File: config.mk
export PLATFORM = sky130hd
export DESIGN_NAME = lm75_temp_monitor_flat
export DESIGN_NICKNAME = d
export VERILOG_FILES = /design/src/rtl/lm75_temp_monitor_if.sv /design/src/rtl/lm75_temp_monitor.sv /design/src/flat_wrapper.sv
export SDC_FILE = /design/constraint.sdc
export NUM_CORES = 1
export LEC_CHECK = 0
export CAP_MARGIN = 20
export CORE_MARGIN = 8
export CORE_UTILIZATION = 51
export CTS_BUF_LIST = sky130_fd_sc_hd__clkbuf_4 sky130_fd_sc_hd__clkbuf_8 sky130_fd_sc_hd__clkbuf_16
export CTS_CLUSTER_DIAMETER = 150
export CTS_CLUSTER_SIZE = 40
export DETAILED_ROUTE_END_ITERATION = 16
export PLACE_DENSITY_LB_ADDON = 0.08
export SKIP_LAST_GASP = 1
export SLEW_MARGIN = 20
export SYNTH_ARGS = -nofsm -noshare
export SYNTH_HDL_FRONTEND = slang
export SYNTH_SLANG_ARGS = --single-unit
export TNS_END_PERCENT = 10
File: constraint.sdc
create_clock -name clk -period 2.91 [get_ports clk]
set_input_delay 0.582 -clock clk [delete_from_list [all_inputs] [get_ports clk]]
set_output_delay 0.582 -clock clk [all_outputs]
set_load 0.005 [all_outputs]
File: src/rtl/lm75_temp_monitor_if.sv
// Sample/result bundle between the LM75 reader side and the temperature monitor.
// The master drives raw readings and consumes the monitor results.
interface lm75_temp_monitor_if;
  logic [15:0] temperature;
  logic        raw_valid;
  logic [15:0] avg_temp;
  logic        avg_valid;
  logic [15:0] last_temp;
  logic        alarm;
  logic        sample_error;
  logic        stale;

  modport master (
    output temperature, raw_valid,
    input  avg_temp, avg_valid, last_temp, alarm, sample_error, stale
  );

  modport slave (
    input  temperature, raw_valid,
    output avg_temp, avg_valid, last_temp, alarm, sample_error, stale
  );
endinterface

File: src/rtl/lm75_temp_monitor.sv
// LM75 temperature monitor: range check, power-of-two moving average,
// over-temperature alarm with hysteresis and stale-data detection.
module lm75_temp_monitor #(
  parameter int        AVG_LOG2       = 2,
  parameter int signed T_HIGH         = 160,
  parameter int signed T_LOW          = 150,
  parameter int        TIMEOUT_CYCLES = 1000000
) (
  input logic clk,
  input logic rst,
  lm75_temp_monitor_if.slave bus
);

  localparam int DEPTH = 1 << AVG_LOG2;
  localparam int SW    = 9 + AVG_LOG2;
  localparam int IW    = (AVG_LOG2 > 0) ? AVG_LOG2 : 1;
  localparam int CW    = $clog2(TIMEOUT_CYCLES + 1);

  localparam logic signed [8:0] tHigh  = 9'(T_HIGH);
  localparam logic signed [8:0] tLow   = 9'(T_LOW);
  localparam logic signed [8:0] minRaw = -9'sd110;
  localparam logic signed [8:0] maxRaw = 9'sd250;
  localparam logic [CW-1:0]     tMax   = CW'(TIMEOUT_CYCLES);
  localparam logic [IW-1:0]     idxMax = IW'(DEPTH - 1);

  logic signed [8:0]    rawSample;
  logic                 inRange;
  logic                 s1Valid;
  logic signed [8:0]    s1Sample;
  logic signed [8:0]    sampleBuf [DEPTH];
  logic [IW-1:0]        idx;
  logic                 primed;
  logic signed [SW-1:0] sum;
  logic signed [SW-1:0] sumNext;
  logic signed [8:0]    avgNext;
  logic [CW-1:0]        idleCnt;

  assign rawSample = bus.temperature[15:7];
  assign inRange   = (rawSample >= minRaw) && (rawSample <= maxRaw);

  // The first accepted sample after reset fills the whole window so the
  // average starts at that value instead of ramping up from zero.
  always_comb begin
    sumNext = sum;
    if (primed)
      sumNext = sum - SW'(sampleBuf[idx]) + SW'(s1Sample);
    else
      sumNext = SW'(s1Sample) <<< AVG_LOG2;
    avgNext = 9'(sumNext >>> AVG_LOG2);
  end

  always_ff @(posedge clk) begin
    if (rst) begin
      s1Valid          <= 1'b0;
      s1Sample         <= '0;
      sum              <= '0;
      idx              <= '0;
      primed           <= 1'b0;
      for (int i = 0; i < DEPTH; i++) sampleBuf[i] <= '0;
      bus.avg_temp     <= '0;
      bus.avg_valid    <= 1'b0;
      bus.last_temp    <= '0;
      bus.alarm        <= 1'b0;
      bus.sample_error <= 1'b0;
    end else begin
      s1Valid  <= bus.raw_valid && inRange;
      s1Sample <= rawSample;
      if (bus.raw_valid && !inRange)
        bus.sample_error <= 1'b1;

      bus.avg_valid <= s1Valid;
      if (s1Valid) begin
        sum           <= sumNext;
        bus.last_temp <= 16'(s1Sample);
        bus.avg_temp  <= 16'(avgNext);
        if (primed) begin
          sampleBuf[idx] <= s1Sample;
          idx            <= (idx == idxMax) ? '0 : idx + IW'(1);
        end else begin
          for (int i = 0; i < DEPTH; i++) sampleBuf[i] <= s1Sample;
          primed <= 1'b1;
        end
        if (avgNext >= tHigh)
          bus.alarm <= 1'b1;
        else if (avgNext < tLow)
          bus.alarm <= 1'b0;
      end
    end
  end

  // Any strobe, accepted or rejected, proves the reader is alive.
  always_ff @(posedge clk) begin
    if (rst)
      idleCnt <= '0;
    else if (bus.raw_valid)
      idleCnt <= '0;
    else if (idleCnt != tMax)
      idleCnt <= idleCnt + CW'(1);
  end

  assign bus.stale = (idleCnt == tMax);

endmodule
File: src/flat_wrapper.sv
// flat-port wrapper written by rule: the top's interface ports become plain ports
module lm75_temp_monitor_flat 
#(
  parameter int        AVG_LOG2       = 2,
  parameter int signed T_HIGH         = 160,
  parameter int signed T_LOW          = 150,
  parameter int        TIMEOUT_CYCLES = 1000000
)
  (clk, rst, bus_temperature, bus_raw_valid, bus_avg_temp, bus_avg_valid, bus_last_temp, bus_alarm, bus_sample_error, bus_stale);
  lm75_temp_monitor_if bus_i ();
  input logic clk;
  input logic rst;
  input wire logic [$bits(bus_i.temperature)-1:0] bus_temperature;
  input wire logic [$bits(bus_i.raw_valid)-1:0] bus_raw_valid;
  output wire logic [$bits(bus_i.avg_temp)-1:0] bus_avg_temp;
  output wire logic [$bits(bus_i.avg_valid)-1:0] bus_avg_valid;
  output wire logic [$bits(bus_i.last_temp)-1:0] bus_last_temp;
  output wire logic [$bits(bus_i.alarm)-1:0] bus_alarm;
  output wire logic [$bits(bus_i.sample_error)-1:0] bus_sample_error;
  output wire logic [$bits(bus_i.stale)-1:0] bus_stale;
  assign bus_i.temperature = bus_temperature;
  assign bus_i.raw_valid = bus_raw_valid;
  assign bus_avg_temp = bus_i.avg_temp;
  assign bus_avg_valid = bus_i.avg_valid;
  assign bus_last_temp = bus_i.last_temp;
  assign bus_alarm = bus_i.alarm;
  assign bus_sample_error = bus_i.sample_error;
  assign bus_stale = bus_i.stale;
  lm75_temp_monitor #(.AVG_LOG2(AVG_LOG2), .T_HIGH(T_HIGH), .T_LOW(T_LOW), .TIMEOUT_CYCLES(TIMEOUT_CYCLES)) u_core (.clk(clk), .rst(rst), .bus(bus_i));
endmodule
=== Word level (Yosys, flattened, before mapping) ===
Memory sizes are Yosys's and may differ from the RTL's. A register that Yosys moved wholly into a read port is not among the register bits.
Index checks and enable logic that the tools add are counted.

* Reductions and logical operators: 9
* Equality and inequality tests: 3
* Bitwise logic cells: 4
* Multiplexer cells: 23
* $add $sub $neg: 4
* Order comparisons: 4

{| class="wikitable"
|+ Operators with widths
! kind !! count
|-
| $mux W9 || 5
|-
| $add A20 B1 Y20 const B || 1
|-
| $eq A20 B20 Y1 const B || 1
|-
| $ne A20 B20 Y1 const B || 1
|-
| $mux W1 || 13
|-
| $add A11 B9 Y11 || 1
|-
| $mux W11 || 1
|-
| $sub A11 B9 Y11 || 1
|-
| $ge A9 B8 Y1 const B || 1
|-
| $ge A9 B9 Y1 const B || 1
|-
| $le A9 B9 Y1 const B || 1
|-
| $lt A9 B9 Y1 const B || 1
|-
| $reduce_or A9 Y1 || 1
|-
| $mux W2 || 4
|-
| $or A1 B1 Y1 || 4
|-
| $reduce_and A2 Y1 || 2
|-
| $logic_and A1 B1 Y1 || 3
|-
| $add A2 B1 Y2 const B || 1
|-
| $eq A2 B2 Y1 const B || 1
|-
| $reduce_bool A2 Y1 || 1
|-
| $reduce_or A2 Y1 || 1
|-
| $logic_not A1 Y1 || 1
|}

* Bits of input ports: 19
* Output and inout bits: 36
* Memories kept: 1
* Register bits: 65
* Bits in writable memories: 36

{| class="wikitable"
|+ Memories
! name !! depth !! width !! rd ports !! clocked after Yosys merged registers in !! wr ports !! RTL line !! text
|-
| u_core.sampleBuf || 4 || 9 || 1 || 1 || 4 || lm75_temp_monitor.sv:30 || <nowiki>logic signed [8:0] sampleBuf [DEPTH];</nowiki>
|}

=== Logic depth before layout (Yosys ltp) ===
* Depth in word-level cells: 6
* Gate-level depth with buffers: 13
* Depth with buffers taken out: 12

=== Least setup slack after synthesis ===
No wires, ideal clock.

* Path type: reg-to-reg
* From: register (tool-made name)
* To: register u_core.bus.alarm
* Path buffers: 1
* Data arrival time: 2,994 ps
* Stages on the path, launching flop included: 12
* Path slack: -212 ps
* Period minus slack after synthesis: 3,122 ps
* Library setup time: 129 ps
* Cell sequence: dfxtp_1 -> buf_6 -> mux4_2 -> fa_1 -> inv_1 -> ha_1 -> nor2b_1 -> o31a_1 -> or3_1 -> a31oi_1 -> a221o_1 -> a22oi_2

{| class="wikitable"
|+ RTL lines
! what !! RTL line !! text
|-
| end signal, assigned || lm75_temp_monitor.sv:63 || <nowiki>bus.alarm <= 1'b0;</nowiki>
|-
| end signal, assigned || lm75_temp_monitor.sv:84 || <nowiki>bus.alarm <= 1'b1;</nowiki>
|-
| end signal, assigned || lm75_temp_monitor.sv:86 || <nowiki>bus.alarm <= 1'b0;</nowiki>
|-
| end, declared || lm75_temp_monitor_if.sv:20 || <nowiki>output avg_temp, avg_valid, last_temp, alarm, sample_error, stale</nowiki>
|}

==> metrics.md <==
| Metric | Value |
|---|---|
| Synth Area in Simple Gates | 17.6% |
| PortBufs | 47 |
| CTS tree | yes |
| Core Region | 0.00959 sq mm |
| Failing checks | negative setup slack |
| Worst-path maximum fanout | 7 |
| Later-pin clock latency in the skew report | 360 ps |
| Via count | 3759 |
| Die ar. | 0.0131 sq mm |
| Primary FF master, synth | dfxtp_1 |
| Area Overhead vs Synth | 24.6% |
| Startpoint Class | flip-flop |
| Number of synthesized flops with an enable pin | 36 |
| # IOs | 55 |
| Worst Hold Launch | u_core.sum[0] |
| Switch share | 27.6% |
| Multiplexer share of the synthesized area | 6.74% |
| Ys async rst share | 0% |
| Register clock-pin slew on the reported worst setup and hold paths | 100 ps |
| Num CTS Buffers | 9 |
| Layout Skew | 11.1 ps |
| RePlAce Congestion | 0.836 |
| Pin count of the biggest net entering global routing | 35 |
| Synth unique cells | 56 |
| YS warnings | 0 |
| Setup CP Type | reg -> reg |
| Critical Path, Cell by Cell | buf_4 -> mux4_2 -> fa_1 -> inv_1 -> ha_1 -> a21o_1 -> buf_4 -> or3_1 -> a31oi_1 -> a221o_1 -> a22oi_2 |
| Post-CTS Hold Fix Bufs | 0 |
| Final #Nets | 610 |
| Routed len/inst | 16.8 microns |
| Htree depth | 3 |
| Detailed Place HPWL | 8570 microns |
| Clock root buffer | clkbuf_8 |
| Synthesized area | 0.00494 sq mm |
| DR pass1 iterations | 4 |
| Largest stage delay on the critical path | 500 ps |
| RSZ-0062 raised after global routing | yes |
| Hold Path Sink | u_core.sum[0] |
| Flop2flop setup slack | -270 ps |
| Final hold violations | 0 |
| Min-delay worst type | reg -> reg |
| Post-synth top cells | 58 x dfxtp_1, 49 x inv_1, 45 x nor2_1, 36 x edfxtp_1, 26 x nor3_1 |
| Synth top area share | 23.5% |
| Largest family of logic cells by synthesized area | simple AND/OR/NAND/NOR gates |
| PwrDens | 513 mW/mm^2 |
| Setup ws final | -274 ps |
| Fill count | 776 |
| DRC viols | 0 |
| Status | finished, violations left |
| Die H | 114 microns |
| DRT antenna net count | 0 |
| Initial antenna violation count | 0 |
| Gr usage total | 18.4% |
| Synth Area in Adders | 8.36% |
| Capture point of the worst reg-to-reg path | u_core.bus.alarm |
| Top cell by count, worst path | buf_4 |
| Relative slew slack | 64.4% |
| DRT Wirelength | 11800 microns |
| First-pass GRT wire length | 18700 microns |
| Period utilization | 109% |
| Final min period | 3180 ps |
| Sequential fraction of the synthesis area | 45.4% |
| Worst Path Arrival | 3430 ps |
| Congestion Overflow GR | 0 |
| Crit path max-delay family | adder cells |
| Cell taking the most area after synthesis | dfxtp_1 |
| CP Buf/Inv Count | 3 |
| Via-per-instance ratio | 5.35 |
| Clk sinks | 94 |
| Die Wd | 114 microns |
| Vias in the first global route | 3708 |
| TNS Setup | -1650 ps |
| IR drop worst, VDD | 0.301 mV |
| Combinational Power Share | 23.2% |
| Synth top area cells | dfxtp_1 24%, edfxtp_1 22%, ha_1 4.3% |
| Psw | 872 uW |
| Peak Freq | 314 MHz |
| Worst Reg-to-Reg Cells | 11 |
| Area share of xor/xnor cells in the synthesized design | 3.37% |
| WP data required | 3160 ps |
| # rows | 36 |
| 1st-iter DRT viols | 227 |
| Synth Register Bits | 94 |
| Diode count | 0 |
| Cells after Synth | 492 |
| Final core utilization | 64.1% |
| Avg Cell Area, Syn | 10.0 sq um |
| Most common cell in the netlist | dfxtp_1 |
| Post-synthesis compound-gate area fraction | 9.52% |
| Synth Net Count | 538 |
| Share of cells above drive strength 1 | 19.7% |
| Max-slew violations | 0 |
| Internal power | 2.29 mW |
| Max-cap viol count | 0 |
| Longest Clk Path Bufs | 2 |
| Worst-Margin Slew | 534 ps |
| Leak Pwr | 2.39 nW |
| Initial core utilization | 51.5% |
| Final Setup Violations | 8 |
| Slowest stage cell, crit path | mux4_2 |
| Worst Hold Depth | 2 |
| Seq pwr share | 45.9% |
| Clk network pwr share | 30.9% |
| Crit end category | flip-flop |
==> how the worst max path moves through the flow <==
stage	from	endpoint	slack (ps)	depth (start not counted)
6_report	flip-flop	u_core.bus.alarm	-270	11
5_1_grt	flip-flop	u_core.bus.avg_temp[6]	-360	12
4_1_cts	flip-flop	u_core.bus.alarm	-250	11
3_5_place_dp	flip-flop	u_core.bus.avg_temp[5]	-410	9
3_3_place_gp	flip-flop	u_core.bus.avg_temp[5]	-380	9
2_1_floorplan	flip-flop	u_core.bus.alarm	-110	11
==> sequential cells by signal, summed over array words and instances (netlist names), named ones only <==
name                     cells
u_core.bus.alarm             1
u_core.s1Sample              9
u_core.idleCnt              20
u_core.idx                   2
u_core.bus.sample_error      1
u_core.s1Valid               1
u_core.sampleBuf            36
u_core.primed                1
u_core.bus.avg_temp          9
u_core.bus.avg_valid         1
u_core.sum                   2
u_core.bus.last_temp         9
==> worst register-to-register path, delay by kind of cell (launching register included) <==
family / cells / cell delay, ps
compound gates: 4 / 690
buf+inv: 3 / 320
flops: 1 / 410
fa+ha+maj: 2 / 820
simple gates: 1 / 340
mux: 1 / 500
==> per-layer routing <==
| metal | vias up | track usage [%] | routed length, microns |
|---|---|---|---|
| met2 | 94 | 30.1 | 5660 |
| met1 | 1814 | 23.8 | 5450 |
| met5 | - | 0 | 0 |
| li1 | 1839 | - | - |
| met3 | 12 | 3.38 | 559 |
| met4 | 0 | 6.03 | 121 |
==> placed cells by master, fill, tap and decap left out, types with 9 or more instances in the layout <==
cell type	instances
dfxtp_1	57
a21oi_1	17
nor3_1	24
inv_1	47
and3_1	23
edfxtp_1	36
fa_1	9
clkdlybuf4s50_1	47
buf_4	52
xnor2_1	11
nor2b_1	12
nand2_1	21
mux2i_1	13
clkbuf_8	9
nor2_1	45
ha_1	11
mux4_2	9
nand3_1	9
==> stage by stage <==
stage | cells | setup slack (ps) | total power [mW] | area, sq um | hold slack (ps)
final | 702 | -274 | 3.16 | 6150 | 485
after global placement | 677 | -380 | 2.10 | 5710 | 456
after CTS | 698 | -253 | 3.12 | 6040 | 483
after global routing | 702 | -355 | 3.30 | 6150 | 519
after floorplan | 492 | -106 | 1.86 | 4980 | 445
after detailed placement | 677 | -407 | 2.12 | 5710 | 469
==> power groups by stage <==
stage	combinational [mW]	sequential, mW	clock [mW]
2_1_floorplan	0.396	1.47	0
3_3_place_gp	0.623	1.48	0
3_5_place_dp	0.636	1.48	0
4_1_cts	0.675	1.45	0.997
5_1_grt	0.797	1.46	1.05
6_report	0.732	1.45	0.977
==> area by class of cell <==
class	count	area, sq um	share of cell area, %
sequential	94	2250	36.5
clock inverter	4	48.8	0.793
clock buffer	12	181	2.95
multi-input combinational	307	2430	39.4
timing repair buffer	101	892	14.5
tap	133	166	2.70
inverter	51	194	3.15
==> cell families after synthesis <==
family	count (synthesis)
XOR/XNOR	19
flip-flops	94
AND/OR/NAND/NOR	168
adder cells (fa/ha/maj)	27
AO/OA/AOI/OAI	71
multiplexers	22
buffers and inverters	91
==> what timing repair did <==
item | in CTS | in global routing
hold endpoints to repair | 0 | 0
gates resized for setup | 13 | 15
setup endpoints to repair | 9 | 9
buffers inserted | 5 | 4
pin swaps | 7 | 13
(Power assumes the default switching activity.)
